`config.mk`:
```
export PLATFORM = sky130hd
export DESIGN_NAME = alu_sequencer
export DESIGN_NICKNAME = d
export VERILOG_FILES = /design/src/rtl/alu_sequencer.sv
export SDC_FILE = /design/constraint.sdc
export NUM_CORES = 1
export LEC_CHECK = 0
export ABC_AREA = 1
export CORE_UTILIZATION = 40
export DETAILED_ROUTE_END_ITERATION = 10
export PLACE_DENSITY = 0.83
export SETUP_SLACK_MARGIN = 0.02
export SLEW_MARGIN = 10
export SYNTH_ARGS = -nofsm -noshare
export SYNTH_HDL_FRONTEND = slang
export SYNTH_SLANG_ARGS = --single-unit
```
`constraint.sdc`:
```
create_clock -name clk -period 1.22 [get_ports clk]
set_input_delay 0.122 -clock clk [delete_from_list [all_inputs] [get_ports clk]]
set_output_delay 0.122 -clock clk [all_outputs]
set_load 0.1 [all_outputs]
```
`src/rtl/alu_sequencer.sv`:
```
// Control sequencer for the 16-bit ALU: fetches 12-bit instructions, issues ALU opcodes and
// executes jumps/Z-branches. Define ALU_SEQ_PERF_EN to build the retired-instruction counter.
module alu_sequencer #(
    parameter int AWIDTH = 8
) (
    input  logic              clk,
    input  logic              reset,
    input  logic              start,
    output logic [AWIDTH-1:0] imem_addr,
    input  logic [11:0]       imem_data,
    output logic [3:0]        alu_op,
    input  logic              z_in,
    output logic              alu_capture,
    output logic              z_flag,
    output logic              busy,
    output logic              halted,
    output logic              err,
    output logic [15:0]       retired_cnt
);

    localparam logic [2:0] ST_IDLE   = 3'd0;
    localparam logic [2:0] ST_FETCH  = 3'd1;
    localparam logic [2:0] ST_DECODE = 3'd2;
    localparam logic [2:0] ST_EXEC   = 3'd3;
    localparam logic [2:0] ST_ZWAIT  = 3'd4;
    localparam logic [2:0] ST_HALT   = 3'd5;
    localparam logic [2:0] ST_ERROR  = 3'd6;

    localparam logic [3:0] OP_NOP  = 4'h0;
    localparam logic [3:0] OP_ALU  = 4'h1;
    localparam logic [3:0] OP_JMP  = 4'h2;
    localparam logic [3:0] OP_JZ   = 4'h3;
    localparam logic [3:0] OP_JNZ  = 4'h4;
    localparam logic [3:0] OP_HALT = 4'hF;

    localparam logic [AWIDTH-1:0] PC_ONE = {{(AWIDTH-1){1'b0}}, 1'b1};

    logic [2:0]        state_r;
    logic [AWIDTH-1:0] pc_r;
    logic [3:0]        alu_op_r;
    logic              alu_capture_r;
    logic              z_flag_r;
    logic              z_pending_r;
    logic              busy_r;
    logic              halted_r;
    logic              err_r;

    logic [2:0]        next_state_s;
    logic [AWIDTH-1:0] next_pc_s;
    logic [AWIDTH-1:0] pc_inc_s;
    logic [AWIDTH-1:0] target_s;
    logic [3:0]        opcode_s;
    logic [7:0]        arg_s;
    logic              accept_start_s;
    logic              load_op_s;
    logic              set_halt_s;
    logic              set_err_s;
    logic              retire_s;

    // ALU codes above 0x6 have no ALU function behind them.
    function automatic logic alu_code_legal(input logic [3:0] code);
        return (code <= 4'h6);
    endfunction

    assign opcode_s = imem_data[11:8];
    assign arg_s    = imem_data[7:0];
    assign target_s = AWIDTH'(arg_s);
    assign pc_inc_s = pc_r + PC_ONE;

    // Next-state, next-PC and one-cycle event decode.
    always_comb begin
        next_state_s   = state_r;
        next_pc_s      = pc_r;
        accept_start_s = 1'b0;
        load_op_s      = 1'b0;
        set_halt_s     = 1'b0;
        set_err_s      = 1'b0;
        retire_s       = 1'b0;
        case (state_r)
            ST_IDLE, ST_HALT, ST_ERROR: begin
                if (start) begin
                    accept_start_s = 1'b1;
                    next_pc_s      = '0;
                    next_state_s   = ST_FETCH;
                end else begin
                    next_state_s   = state_r;
                end
            end
            ST_FETCH: begin
                next_state_s = ST_DECODE;
            end
            ST_DECODE: begin
                case (opcode_s)
                    OP_NOP: begin
                        next_pc_s    = pc_inc_s;
                        next_state_s = ST_FETCH;
                        retire_s     = 1'b1;
                    end
                    OP_ALU: begin
                        if (alu_code_legal(arg_s[3:0])) begin
                            load_op_s    = 1'b1;
                            next_state_s = ST_EXEC;
                        end else begin
                            set_err_s    = 1'b1;
                            next_state_s = ST_ERROR;
                        end
                    end
                    OP_JMP: begin
                        next_pc_s    = target_s;
                        next_state_s = ST_FETCH;
                        retire_s     = 1'b1;
                    end
                    OP_JZ: begin
                        // z_flag low means the last ALU result was zero.
                        if (!z_flag_r) begin
                            next_pc_s = target_s;
                        end else begin
                            next_pc_s = pc_inc_s;
                        end
                        next_state_s = ST_FETCH;
                        retire_s     = 1'b1;
                    end
                    OP_JNZ: begin
                        if (z_flag_r) begin
                            next_pc_s = target_s;
                        end else begin
                            next_pc_s = pc_inc_s;
                        end
                        next_state_s = ST_FETCH;
                        retire_s     = 1'b1;
                    end
                    OP_HALT: begin
                        set_halt_s   = 1'b1;
                        next_state_s = ST_HALT;
                        retire_s     = 1'b1;
                    end
                    default: begin
                        set_err_s    = 1'b1;
                        next_state_s = ST_ERROR;
                    end
                endcase
            end
            ST_EXEC: begin
                next_state_s = ST_ZWAIT;
            end
            ST_ZWAIT: begin
                next_pc_s    = pc_inc_s;
                next_state_s = ST_FETCH;
                retire_s     = 1'b1;
            end
            default: begin
                // Unreachable encoding: stop safely and flag it.
                set_err_s    = 1'b1;
                next_state_s = ST_ERROR;
            end
        endcase
    end

    // State, PC and all status outputs.
    always_ff @(posedge clk) begin
        if (reset) begin
            state_r       <= ST_IDLE;
            pc_r          <= '0;
            alu_op_r      <= 4'b0000;
            alu_capture_r <= 1'b0;
            z_flag_r      <= 1'b0;
            z_pending_r   <= 1'b0;
            busy_r        <= 1'b0;
            halted_r      <= 1'b0;
            err_r         <= 1'b0;
        end else begin
            state_r       <= next_state_s;
            pc_r          <= next_pc_s;
            alu_capture_r <= (next_state_s == ST_ZWAIT);
            if (accept_start_s) begin
                busy_r      <= 1'b1;
                halted_r    <= 1'b0;
                err_r       <= 1'b0;
                z_flag_r    <= 1'b0;
                z_pending_r <= 1'b0;
            end else begin
                if (load_op_s) begin
                    alu_op_r <= arg_s[3:0];
                end
                if (set_halt_s) begin
                    halted_r <= 1'b1;
                    busy_r   <= 1'b0;
                end
                if (set_err_s) begin
                    err_r  <= 1'b1;
                    busy_r <= 1'b0;
                end
                // The ALU registers Z at the end of ZWAIT, so it is sampled in the following FETCH.
                if (state_r == ST_ZWAIT) begin
                    z_pending_r <= 1'b1;
                end else if ((state_r == ST_FETCH) && z_pending_r) begin
                    z_flag_r    <= z_in;
                    z_pending_r <= 1'b0;
                end
            end
        end
    end

`ifdef ALU_SEQ_PERF_EN
    logic [15:0] retired_cnt_r;

    // Retired-instruction counter, wraps at 0xFFFF.
    always_ff @(posedge clk) begin
        if (reset) begin
            retired_cnt_r <= 16'h0000;
        end else if (accept_start_s) begin
            retired_cnt_r <= 16'h0000;
        end else if (retire_s) begin
            retired_cnt_r <= retired_cnt_r + 16'h0001;
        end
    end

    assign retired_cnt = retired_cnt_r;
`else
    logic perf_unused_s;
    assign perf_unused_s = retire_s;
    assign retired_cnt   = 16'h0000;
`endif

    assign imem_addr   = pc_r;
    assign alu_op      = alu_op_r;
    assign alu_capture = alu_capture_r;
    assign z_flag      = z_flag_r;
    assign busy        = busy_r;
    assign halted      = halted_r;
    assign err         = err_r;

endmodule

```
* Yosys cells after proc, flatten, opt, wreduce, memory -nomap -nowiden *
Index checks and enable logic that the tools add are counted.

operators by class
  mux-type cells = 24
  equality and inequality tests = 14
  add/sub/neg operators = 1
  reduce and logical (&&, ||, !) cells = 14
  order comparisons = 1
  bitwise logic cells = 2

operators with widths
  operator               number
  $pmux W8 S4            1
  $mux W8                3
  $pmux W8 S3            1
  $pmux W3 S5            1
  $mux W1                13
  $eq A3 B3 Y1 const B   4
  $pmux W3 S3            1
  $add A8 B1 Y8 const B  1
  $eq A4 B2 Y1 const B   2
  $eq A3 B2 Y1 const B   2
  $mux W3                2
  $reduce_bool A3 Y1     2
  $reduce_or A6 Y1       1
  $ne A5 B2 Y1 const B   1
  $reduce_or A5 Y1       1
  $eq A4 B1 Y1 const B   1
  $eq A4 B3 Y1 const B   1
  $eq A4 B4 Y1 const B   1
  $le A4 B3 Y1 const B   1
  $logic_not A4 Y1       1
  $pmux W1 S2            2
  $reduce_and A2 Y1      2
  $reduce_or A4 Y1       1
  $eq A3 B1 Y1 const B   1
  other kinds (8)        9

word-level totals
  flip-flop bits (word level) = 21
  output and inout bits = 33

* Logic depth before layout (Yosys ltp) *
  depth in word-level cells = 6
  gate-level depth with buffers = 10
  gate-level depth less buffers = 10

* Least setup slack after synthesis *
No wires, ideal clock.

  path kind = flip-flop to flip-flop
  start point = reg pc_r[0] (netlist: imem_addr[0])
  end point = reg pc_r[4] (netlist: imem_addr[4])
  data required time = 1.102 ns
  setup slack = -0.777 ns
  arrival = 1.880 ns
  path buffers = 0
  stages on the path, launching flop included = 9
  cells stage by stage = dfxtp_1 ha_1 nand3_1 inv_1 nand2_1 nand3_1 nand2_1 nor2_1 a21oi_1

on the way
  longest elaborated chain between the ends = 4
  elaborated cells between the ends (all ways) = 5
  classes of those cells = add/sub: 1; mux: 4

RTL lines
  what                        line      RTL
  start: declaration          39        logic [AWIDTH-1:0] pc_r;
  start signal: assignment    173       pc_r <= next_pc_s;
  $add A8 B1 Y8 *             68        assign pc_inc_s = pc_r + PC_ONE;
  $mux W8 (on tied branches)  124, 115
  $pmux W8 S4                 93        case (opcode_s)
  $pmux W8 S3 *               79        case (state_r)

Mark *: on every way between the ends. The rest lies on a longest branch, timed or not.
A chain may end at the register's enable or synchronous reset.

* Final worst setup path *
  start point = reg state_r[1]
  end point = reg pc_r[6] (netlist: imem_addr[6])

on the way
  longest elaborated chain between the ends = 4
  elaborated cells between the ends (all ways) = 11
  classes of those cells = eq/ne: 6; mux: 1; reduce/logical: 4

RTL lines
  what                                                                 line  RTL
  start: declaration                                                   38    logic [2:0] state_r;
  start signal: assignment                                             172   state_r <= next_state_s;
  $eq A3 B3 Y1 / $logic_not A3 Y1 (equally long branches)              79
  $reduce_or A3 Y1                                                     79
  $ne A2 B2 Y1 (no line) / $reduce_bool A3 Y1 (equally long branches)  n/a
  $reduce_and A3 Y1 (no line)                                          n/a

Several ways; a longest one is shown, not always the timed one.

==> flow_summary.html <==
<table>
<tr><th>Metric</th><th>Value</th></tr>
<tr><th colspan="2">Outcome</th></tr>
<tr><td>Run status</td><td>finished, violations left</td></tr>
<tr><td>Violated checks</td><td>setup timing</td></tr>
<tr><th colspan="2">Routing</th></tr>
<tr><td>Detailed-route wire length</td><td>5.141 mm</td></tr>
<tr><td>Antenna-violating nets left</td><td>0</td></tr>
<tr><td>Number of vias per cell</td><td>5.185</td></tr>
<tr><td>Count of TritonRoute iterations in the first routing pass</td><td>4</td></tr>
<tr><td>Wire length per cell</td><td>15.12 um</td></tr>
<tr><td>Initial drt markers</td><td>99</td></tr>
<tr><td>DRC Markers</td><td>0</td></tr>
<tr><td>Via count</td><td>1763</td></tr>
<tr><th colspan="2">Global route</th></tr>
<tr><td>Wire length of the first global-routing pass</td><td>5.809 mm</td></tr>
<tr><td>Initial antenna violation count</td><td>0</td></tr>
<tr><td>Congestion Overflow GR</td><td>0</td></tr>
<tr><td>Number of global-route vias before repair</td><td>1423</td></tr>
<tr><td>Largest net degree at the start of global routing</td><td>14</td></tr>
<tr><td>GRT Resource Usage Total</td><td>20.99%</td></tr>
<tr><th colspan="2">Synth</th></tr>
<tr><td>Leading cell types by count after synthesis</td><td>sky130_fd_sc_hd__nand2_1, sky130_fd_sc_hd__nor2_1, sky130_fd_sc_hd__dfxtp_1, sky130_fd_sc_hd__inv_1, sky130_fd_sc_hd__nand3_1</td></tr>
<tr><td>Leading cell type by number of instances after synthesis</td><td>sky130_fd_sc_hd__nand2_1</td></tr>
<tr><td>Number of synthesized flops with an enable pin</td><td>0</td></tr>
<tr><td>Synth Register Bits</td><td>21</td></tr>
<tr><td>Main area contributors after synthesis</td><td>sky130_fd_sc_hd__dfxtp_1, sky130_fd_sc_hd__nand2_1, sky130_fd_sc_hd__nor2_1, sky130_fd_sc_hd__buf_4, sky130_fd_sc_hd__nand3_1</td></tr>
<tr><td>Proportion of synthesized flip-flops having asynchronous set or reset</td><td>0%</td></tr>
<tr><td>Post-synthesis instance total</td><td>221</td></tr>
<tr><td>Synth Area per Inst</td><td>6.239 um2</td></tr>
<tr><td>Total of warnings raised by yosys</td><td>0</td></tr>
<tr><td>Synth area leader</td><td>sky130_fd_sc_hd__dfxtp_1</td></tr>
<tr><td>Share of synthesized area occupied by flip-flops and latches</td><td>30.49%</td></tr>
<tr><td>Cell area after synthesis</td><td>1379 um2</td></tr>
<tr><td>Post-synthesis cell type count</td><td>25</td></tr>
<tr><td>Proportion of netlist area held by the largest area contributor</td><td>30.49%</td></tr>
<tr><td>Most frequently used flop master after synthesis</td><td>sky130_fd_sc_hd__dfxtp_1</td></tr>
<tr><th colspan="2">Critical path</th></tr>
<tr><td>Worst reg2reg setup slack</td><td>-0.23 ns</td></tr>
<tr><td>Critical path launch point</td><td>state_r[1]</td></tr>
<tr><td>Reg-to-Reg Start</td><td>state_r[1]</td></tr>
<tr><td>Largest driver fanout on the critical path</td><td>5</td></tr>
<tr><td>Kind of start point of the critical path</td><td>flip-flop</td></tr>
<tr><td>Arrival time at the worst endpoint</td><td>1.70 ns</td></tr>
<tr><td>Required @ worst endpoint</td><td>1.47 ns</td></tr>
<tr><td>Worst r2r path cells</td><td>8</td></tr>
<tr><td>Nature of the critical path endpoint</td><td>flip-flop</td></tr>
<tr><td>CP Cell Sequence</td><td>inv_6, nor3_4, buf_6, buf_6, nand4_1, nand2_4, nor2_4, nor2_2</td></tr>
<tr><td>Worst path slowest cell</td><td>sky130_fd_sc_hd__dfxtp_4</td></tr>
<tr><td>Delay of the slowest critical-path stage</td><td>0.43 ns</td></tr>
<tr><td>R2r endpoint</td><td>imem_addr[6]</td></tr>
<tr><td>Top cell by count, worst path</td><td>sky130_fd_sc_hd__buf_6</td></tr>
<tr><td>Critical path class</td><td>flip-flop to flip-flop</td></tr>
<tr><th colspan="2">Hold path</th></tr>
<tr><td>Worst Hold End</td><td>z_flag</td></tr>
<tr><td>Worst hold stages</td><td>3</td></tr>
<tr><td>Hold path startpoint</td><td>z_in</td></tr>
<tr><td>Class of the worst hold path</td><td>primary input to flip-flop</td></tr>
<tr><th colspan="2">Timing</th></tr>
<tr><td>Worst hold slack</td><td>0.3833 ns</td></tr>
<tr><td>Final-report max-slew violation count</td><td>0</td></tr>
<tr><td>Post-route fraction of the period consumed by the critical path</td><td>118.6%</td></tr>
<tr><td>Tmin final</td><td>1.447 ns</td></tr>
<tr><td>Setup_tns</td><td>-2.692 ns</td></tr>
<tr><td>Final critical-path setup slack</td><td>-0.2267 ns</td></tr>
<tr><td>RSZ-0062 raised after global routing</td><td>yes</td></tr>
<tr><td>Final worst clock skew</td><td>0.001585 ns</td></tr>
<tr><td>Hold Vio Cnt, Final</td><td>0</td></tr>
<tr><td>Total of endpoints with negative setup slack in the final report</td><td>20</td></tr>
<tr><td>Max Fclk</td><td>691.2 MHz</td></tr>
<tr><th colspan="2">Floorplanning</th></tr>
<tr><td>Die span in x</td><td>60.71 um</td></tr>
<tr><td>Number of rows in the core area</td><td>20</td></tr>
<tr><td>Die extent in y</td><td>60.71 um</td></tr>
<tr><td>Core region area</td><td>3153 um2</td></tr>
<tr><td>Die ar.</td><td>3686 um2</td></tr>
<tr><td>Starting density of the core</td><td>43.73%</td></tr>
<tr><td>Number of ports placed on the die boundary</td><td>49</td></tr>
<tr><th colspan="2">CTS</th></tr>
<tr><td>Number of buffers on the longest clock path</td><td>2</td></tr>
<tr><td>CTS H-tree depth</td><td>1</td></tr>
<tr><td>Clock insertion delay at the later pin of the skew report</td><td>0.31 ns</td></tr>
<tr><td>Clock sink count</td><td>21</td></tr>
<tr><td>Clock-pin slew on the worst setup and hold paths</td><td>0.12 ns</td></tr>
<tr><td>Inserted Clock Buffers</td><td>3</td></tr>
<tr><td>Count of hold buffers inserted by post-cts repair</td><td>0</td></tr>
<tr><td>CTS tree</td><td>built</td></tr>
<tr><td>Library cell used as clock root buffer</td><td>sky130_fd_sc_hd__clkbuf_4</td></tr>
<tr><th colspan="2">Cells and area</th></tr>
<tr><td>Fraction of final layout cells with drive strength greater than 1</td><td>43.58%</td></tr>
<tr><td>Footprint of the multi-input gates</td><td>1026 um2</td></tr>
<tr><td>Nets@finish</td><td>314</td></tr>
<tr><td>Flip-flop and latch area</td><td>470.5 um2</td></tr>
<tr><td>Diode insertion count for antenna repair</td><td>0</td></tr>
<tr><td># fillers</td><td>192</td></tr>
<tr><td>Area growth from synthesis to layout</td><td>83.67%</td></tr>
<tr><th colspan="2">Pwr</th></tr>
<tr><td>Largest voltage drop on the vdd net</td><td>0.8290 mV</td></tr>
<tr><td>Leakage power of the design</td><td>0.001157 uW</td></tr>
<tr><td>Power density over cell area</td><td>1203 nW/um2</td></tr>
<tr><th colspan="2">Job</th></tr>
<tr><td># Max-Cap Violations</td><td>0</td></tr>
<tr><th colspan="2">Place</th></tr>
<tr><td>Post-DP HPWL</td><td>2.789 mm</td></tr>
<tr><td>Worst Setup Slack post-DPL</td><td>-0.4028 ns</td></tr>
<tr><td>Final weighted congestion in routability-driven placement</td><td>0.9454</td></tr>
<tr><td>PortBufs</td><td>32</td></tr>
</table>
-- per-stage QoR --
stage	util, %	instance area, um2	std cells	power, uW
detailed placement	68.65	2165	322	2357
finish	80.32	2532	340	3047
floorplan	-	1530	236	1895
global placement	68.65	2165	322	2329
global route	80.32	2532	340	3163
CTS	71.35	2250	328	2731
-- routing by layer --
layer / share of wire [%] / routed length (um) / up-vias / global-route usage [%]
met2: 54 / 2752 / 77 / 38.46
li1: - / - / 840 / -
met1: 37 / 1897 / 821 / 23.92
met3: 4.5 / 233 / 25 / 3.838
met5: 0 / 0 / - / 0
met4: 5.0 / 257 / 0 / 8.442
-- power by group --
part           switching [uW]  internal, uW  leakage, uW
clock network             224           123    0.0000177
registers                 146           774     0.000182
logic                    1120           661     0.000957
-- final cells by class --
class | count | area share (%)
repair buffers | 75 | 34.09
multi-input cells | 174 | 40.51
clock buffers | 3 | 0.8893
well taps | 44 | 2.174
inverters | 22 | 3.557
flip-flops and latches | 21 | 18.58
clock inverters | 1 | 0.1976
-- worst max-delay path by stage --
stage,end,depth (start not counted)
floorplan,imem_addr[5],7
global placement,alu_op[2],8
detailed placement,imem_addr[5],11
CTS,imem_addr[5],10
global route,alu_op[1],8
finish,imem_addr[6],8
-- kinds of logic (layout without fill, tap and decap cells) --
| logic type | Yosys count | count (layout) | share of synthesized area [%] |
|---|---|---|---|
| and+or+nand+nor | 128 | 128 | 40.56 |
| buffers and inverters | 41 | 101 | 16.24 |
| AOI/OAI and AO/OA | 27 | 27 | 10.25 |
| DFF | 21 | 21 | 30.49 |
| xor gates and xnor gates | 2 | 2 | 1.271 |
| adders and majority gates | 1 | 1 | 0.9073 |
| other | 1 | 16 | 0.2720 |
-- sequential cells by signal, indices dropped and copies added (netlist names) --
| name | flops |
|---|---|
| err | 1 |
| state_r | 3 |
| alu_op | 4 |
| busy | 1 |
| z_flag | 1 |
| imem_addr | 8 |
| halted | 1 |
| alu_capture | 1 |
| z_pending_r | 1 |
-- worst max-delay path: cells and delay by family, from the launching register on --
family	cells	cell delay, ns
buffers and inverters	3	0.34
flip-flops	1	0.43
AND/OR/NAND/NOR	5	0.61
-- cell usage in the layout, fill, tap and decap left out, drive strengths merged --
cell / count
dfxtp: 21
a21oi: 12
xnor2: 1
nand3b: 1
dlygate4sd2: 4
clkinv: 1
o21ai: 12
nor2: 40
nand3: 20
xor2: 1
clkdlybuf4s50: 11
a31oi: 1
o21bai: 2
ha: 1
inv: 22
buf: 60
nand4: 8
conb: 16
clkbuf: 3
nand2: 56
nor3: 3
-- timing repair --
item / CTS / global route
pin swaps: 5 / 24
buffers inserted: 2 / 10
setup endpoints to repair: 17 / 19
hold endpoints to repair: 0 / 0
gates cloned: 0 / 2
resized for setup: 19 / 54
Power figures use the tool's default switching activity.
